===== src/rtl/uart_pkg.sv =====
// Shared types and helpers for the word-oriented UART transmitter.
package uart_pkg;

  typedef enum logic [1:0] {
    PAR_NONE = 2'd0,
    PAR_EVEN = 2'd1,
    PAR_ODD  = 2'd2
  } parity_t;

  typedef enum logic [2:0] {
    ST_IDLE,
    ST_START,
    ST_DATA,
    ST_PARITY,
    ST_STOP
  } tx_state_t;

  function automatic int clks_per_bit(input int clk_hz, input int baud);
    return clk_hz / baud;
  endfunction

  // Bits per frame: start + 8 data + optional parity + stop bits.
  function automatic int frame_bits(input int parity, input int stop_bits);
    return 9 + ((parity != 0) ? 1 : 0) + stop_bits;
  endfunction

endpackage


===== src/rtl/uart_word_fifo.sv =====
// Synchronous word FIFO; pointers carry an extra wrap bit to tell full from empty.
module uart_word_fifo #(
  parameter int WIDTH = 32,
  parameter int DEPTH = 4,
  localparam int AW = $clog2(DEPTH),
  localparam int CW = $clog2(DEPTH + 1)
) (
  input  logic             clk,
  input  logic             rst,
  input  logic             push,
  input  logic [WIDTH-1:0] push_data,
  input  logic             pop,
  output logic [WIDTH-1:0] pop_data,
  output logic             full,
  output logic             empty,
  output logic [CW-1:0]    count
);

  logic [WIDTH-1:0] mem [DEPTH];
  logic [AW:0]      wr_ptr;
  logic [AW:0]      rd_ptr;
  logic             do_push;
  logic             do_pop;

  assign empty    = (wr_ptr == rd_ptr);
  assign full     = (wr_ptr[AW] != rd_ptr[AW]) && (wr_ptr[AW-1:0] == rd_ptr[AW-1:0]);
  assign do_push  = push && !full;
  assign do_pop   = pop && !empty;
  assign pop_data = mem[rd_ptr[AW-1:0]];
  assign count    = CW'(wr_ptr - rd_ptr);

  always_ff @(posedge clk or posedge rst) begin
    if (rst) begin
      wr_ptr <= '0;
      rd_ptr <= '0;
    end else begin
      if (do_push) wr_ptr <= wr_ptr + 1'b1;
      if (do_pop)  rd_ptr <= rd_ptr + 1'b1;
    end
  end

  always_ff @(posedge clk) begin
    if (do_push) mem[wr_ptr[AW-1:0]] <= push_data;
  end

endmodule


===== src/rtl/uart_tx_word.sv =====
// UART transmitter taking multi-byte words through a FIFO; each word goes out
// as back-to-back frames, least-significant byte first.
module uart_tx_word
  import uart_pkg::*;
#(
  parameter int CLK_FREQ_HZ = 100000000,
  parameter int BAUD_RATE   = 115200,
  parameter int WORD_BYTES  = 4,
  parameter int FIFO_DEPTH  = 4,
  parameter int PARITY      = 0,
  parameter int STOP_BITS   = 1,
  localparam int CW         = $clog2(FIFO_DEPTH + 1)
) (
  input  logic                    clk,
  input  logic                    rst,
  input  logic [8*WORD_BYTES-1:0] in_data,
  input  logic                    in_valid,
  output logic                    in_ready,
  output logic                    tx,
  output logic                    busy,
  output logic [CW-1:0]           fifo_count
);

  localparam int CLKS_PER_BIT = clks_per_bit(CLK_FREQ_HZ, BAUD_RATE);
  localparam int CNT_W        = $clog2(CLKS_PER_BIT);
  localparam int W            = 8 * WORD_BYTES;
  localparam logic [CNT_W-1:0] CNT_MAX   = CNT_W'(CLKS_PER_BIT - 1);
  localparam logic [2:0]       LAST_BYTE = 3'(WORD_BYTES - 1);
  localparam parity_t          PAR_MODE  = parity_t'(2'(PARITY));

  if (CLKS_PER_BIT < 2 || PARITY < 0 || PARITY > 2 || STOP_BITS < 1 || STOP_BITS > 2 ||
      WORD_BYTES < 1 || WORD_BYTES > 8 || FIFO_DEPTH < 2 ||
      (FIFO_DEPTH & (FIFO_DEPTH - 1)) != 0) begin : g_bad_params
    $fatal(1, "uart_tx_word: illegal parameter combination");
  end

  tx_state_t        state;
  logic [CNT_W-1:0] clk_cnt;
  logic [2:0]       bit_idx;
  logic [2:0]       byte_idx;
  logic             stop_idx;
  logic             par_acc;
  logic [W-1:0]     shreg;
  logic [W-1:0]     fifo_data;
  logic             fifo_full;
  logic             fifo_empty;
  logic             fifo_pop;
  logic             bit_end;
  logic             last_stop;
  logic             word_done;

  assign bit_end   = (clk_cnt == CNT_MAX);
  assign last_stop = (STOP_BITS == 1) || stop_idx;
  assign word_done = (state == ST_STOP) && bit_end && last_stop && (byte_idx == LAST_BYTE);
  assign fifo_pop  = ((state == ST_IDLE) || word_done) && !fifo_empty;
  assign in_ready  = !fifo_full;

  uart_word_fifo #(
    .WIDTH(W),
    .DEPTH(FIFO_DEPTH)
  ) u_fifo (
    .clk      (clk),
    .rst      (rst),
    .push     (in_valid),
    .push_data(in_data),
    .pop      (fifo_pop),
    .pop_data (fifo_data),
    .full     (fifo_full),
    .empty    (fifo_empty),
    .count    (fifo_count)
  );

  always_ff @(posedge clk or posedge rst) begin
    if (rst) begin
      state    <= ST_IDLE;
      clk_cnt  <= '0;
      bit_idx  <= '0;
      byte_idx <= '0;
      stop_idx <= 1'b0;
      par_acc  <= 1'b0;
      shreg    <= '0;
      tx       <= 1'b1;
      busy     <= 1'b0;
    end else begin
      clk_cnt <= (state == ST_IDLE || bit_end) ? '0 : clk_cnt + CNT_W'(1);
      case (state)
        ST_IDLE: begin
          if (!fifo_empty) begin
            shreg    <= fifo_data;
            byte_idx <= '0;
            state    <= ST_START;
            tx       <= 1'b0;
            busy     <= 1'b1;
          end
        end
        ST_START: begin
          if (bit_end) begin
            state   <= ST_DATA;
            bit_idx <= '0;
            par_acc <= 1'b0;
            tx      <= shreg[0];
          end
        end
        ST_DATA: begin
          // The low byte of shreg is always the byte on the line; shifting
          // one bit per data bit leaves the next byte aligned after 8 bits.
          if (bit_end) begin
            par_acc <= par_acc ^ shreg[0];
            shreg   <= shreg >> 1;
            if (bit_idx == 3'd7) begin
              if (PAR_MODE != PAR_NONE) begin
                state <= ST_PARITY;
                tx    <= par_acc ^ shreg[0] ^ (PAR_MODE == PAR_ODD);
              end else begin
                state    <= ST_STOP;
                stop_idx <= 1'b0;
                tx       <= 1'b1;
              end
            end else begin
              bit_idx <= bit_idx + 3'd1;
              tx      <= shreg[1];
            end
          end
        end
        ST_PARITY: begin
          if (bit_end) begin
            state    <= ST_STOP;
            stop_idx <= 1'b0;
            tx       <= 1'b1;
          end
        end
        ST_STOP: begin
          if (bit_end) begin
            if (!last_stop) begin
              stop_idx <= 1'b1;
            end else if (byte_idx < LAST_BYTE) begin
              byte_idx <= byte_idx + 3'd1;
              state    <= ST_START;
              tx       <= 1'b0;
            end else if (!fifo_empty) begin
              shreg    <= fifo_data;
              byte_idx <= '0;
              state    <= ST_START;
              tx       <= 1'b0;
            end else begin
              state <= ST_IDLE;
              tx    <= 1'b1;
              busy  <= 1'b0;
            end
          end
        end
        default: state <= ST_IDLE;
      endcase
    end
  end

endmodule


===== config.mk =====
export PLATFORM = sky130hd
export DESIGN_NAME = uart_tx_word
export DESIGN_NICKNAME = d
export VERILOG_FILES = /design/src/rtl/uart_pkg.sv /design/src/rtl/uart_word_fifo.sv /design/src/rtl/uart_tx_word.sv
export SDC_FILE = /design/constraint.sdc
export NUM_CORES = 1
export LEC_CHECK = 0
export ABC_AREA = 1
export BUFFER_PORTS_ARGS = -buffer_cell sky130_fd_sc_hd__buf_2
export CORE_MARGIN = 5
export CORE_UTILIZATION = 55
export DETAILED_ROUTE_END_ITERATION = 8
export GPL_TIMING_DRIVEN = 0
export PLACE_DENSITY_LB_ADDON = 0.12
export SLEW_MARGIN = 10
export SYNTH_ARGS = -nofsm -noshare
export SYNTH_HDL_FRONTEND = slang
export SYNTH_HIERARCHICAL = 1
export SYNTH_SLANG_ARGS = --single-unit

===== constraint.sdc =====
create_clock -name clk -period 9 [get_ports clk]
set_clock_uncertainty 0.2 [all_clocks]
set_input_delay 1.8 -clock clk [delete_from_list [all_inputs] [get_ports clk]]
set_output_delay 1.8 -clock clk [all_outputs]
set_load 0.02 [all_outputs]

==> impl_metrics.ini <==
[timing]
rsz0062_at_grt = false
whs_ps = 260
hold_viol = 0
setup_viol = 0
timing.slew.headroom = 0.575
period_share = 0.480
fmax_ghz = 0.231
tns_ps = 0
final_max_slew_viol_count = 0
min_period_ps = 4320
worst_pin_slew_ps = 636

[logic_synthesis]
synth_area_leaders = edfxtp_1 (47%), dfrtp_1 (18%), nand2_1 (11%)
ys_ff_latch = 187
synth.distinct_cells = 35
synth_top_cell_area_share = 0.474
syn_area_um2 = 8110
seq_area_frac_synth = 0.656
postSynthNetCount = 833
yosysWarnings = 6
synth_area_per_cell_um2 = 10.3
yosysTopAreaCell = edfxtp_1
netlist_instances = 785

[clock_network]
cts_tree = done
cts_max_path_buffers = 2
cts_sinks = 187
path_clk_slew_ps = 70
cts_buffers = 17
postCtsSetupBuffers = 0
clk_latency_ps = 430
postCtsHoldBufs = 0
cts-resized-gates = 0
cts_max_level = 4
root_buffer = clkbuf_16

[detailed_routing]
ant_nets = 0
drt_iter0_drc = 462
first_pass_iters = 5
wl_per_cell_um = 16.7
avgViaCountPerCell = 5.56
wl_mm = 17.5
route.detailed.drc = 0
num_vias = 5814

[power]
p_leak_uw = 0.00395
power.density_nw_per_um2 = 357
peakVddDrop_mv = 0.189

[setup_path]
reg2reg_from = u_fifo/rd_ptr[1]
cp.arrival_ps = 2320
worst-path-max-fanout = 11
critPathLaunch = u_fifo/rd_ptr[1]
required_ps = 7000
crit_path_start_kind = flip-flop
rr_worst_depth = 9
end_kind = output port
crit_type = flip-flop to output port

[cells_and_area]
layout_commonest_cell = nand2_1
final_cell_mix = nand2_1 (236), edfxtp_1 (128), nor2_1 (80)
syn_to_final_growth_pct = 14.0
final_cells = 1046
finalNetCount = 897
final_area_um2 = 9240
utilization = 0.638
diodes = 0
drive_above_1_share = 0.139

[floorplan]
initial_core_util = 0.560
fp.dieH_um = 131
die_x_um = 131
io_pins = 41
dieArea_um2 = 17300
rows = 44
core_area_um2 = 14500

[placement]
io_buffers = 40
gp_congestion = 0.854
dp.cells = 1014
dp_hpwl_mm = 11.9
placed_cell_area_um2 = 8690

[global_route]
met3_usage = 0.0440
met2_usage = 0.347
grt-busiest-layer = met2
antenna_found_initial = 0
grt_pass1_vias = 5652
globalRouteTotalUtil = 0.208
use_met1 = 0.274
grt_max_degree = 36
grt_first_pass_wirelength_mm = 28.9
gr-total-overflow = 0

[min_path]
worstHoldStart = tx
hold_path_class = flip-flop to flip-flop
min_path_cells = 2

[run_status]
outcome = finished clean

[run]
cap_violations = 0
[cell usage after synthesis]
cell type / number
nand3b_1: 3
nor3b_1: 1
nand4_1: 1
or2_2: 1
buf_4: 2
inv_2: 4
clkbuf_1: 7
inv_1: 39
o22ai_1: 32
edfxtp_1: 128
o211ai_1: 2
o21ai_0: 53
nor3_1: 3
dfrtp_1: 58
xnor2_1: 1
a211oi_1: 1
buf_6: 6
nand3_1: 55
a31oi_1: 1
xor2_1: 2
o21ai_4: 1
fa_1: 1
dfstp_2: 1
nor3_4: 1
nand2_2: 3
ha_1: 12
buf_1: 1
buf_2: 19
nor2_4: 1
a21oi_1: 3
a21oi_2: 1
nor2_2: 2
o21ai_1: 20
nand2_1: 236
nor2_1: 83
[kinds of logic (layout without fill, tap and decap cells)]
logic type	count (synthesis)	in the layout	synth area share
buf+inv	78	155	0.0455
simple gates	390	390	0.196
compound gates	114	114	0.0782
flops	187	187	0.656
xor+xnor	3	3	0.00324
fa+ha+maj	13	13	0.0210
[critical path, cell delays in order, from the launching register on]
cell     delay (ps)
dfrtp_1         600
inv_2           150
buf_2           250
ha_1            310
nand2_1          50
inv_1            70
nand3_1         180
inv_1           100
inv_1            40
buf_2           150
[power by group]
| group | internal [µW] | switching, µW |
|---|---|---|
| clock | 382 | 318 |
| combinational | 442 | 875 |
| sequential | 1170 | 110 |
[state kept, by name (all words and copies together) (netlist names)]
name	cells
u_fifo/mem	128
u_fifo/rd_ptr	3
u_fifo/wr_ptr	3
shreg	32
state	3
byte_idx	3
bit_idx	3
busy	1
clk_cnt	10
tx	1
[path summary, 6_finish.rpt]
| check | endpoint | slack, ps |
|---|---|---|
| max | in_ready | 4680 |
| min | tx | 260 |
| max in group asynchronous | shreg[3] | 6900 |
| min reg2reg | tx | 260 |
| max reg2reg | u_fifo/mem[0][4] | 5780 |
| min in group asynchronous | u_fifo/wr_ptr[2] | 1100 |
[metrics by stage]
stage	power [µW]	setup slack, ps
detailed placement	2610	5120
CTS	3320	4630
floorplan	2200	5110
global placement	2530	3800
global route	3540	4510
finish	3300	4680
[per-layer routing]
layer,routed length (µm),share of wire
met1,7620,0.44
met3,710,0.041
met4,283,0.016
met2,8850,0.51
met5,0,0
[layout make-up]
class | count | area (µm²)
clock inverters | 14 | 121
fillers | 1139 | 5240
repair buffers | 45 | 330
inverters | 43 | 161
flip-flops and latches | 187 | 5320
clock buffers | 18 | 429
well taps | 184 | 230
multi-input cells | 520 | 2440
plain buffers | 35 | 208
Note: power is estimated with default switching activity, not from simulation.
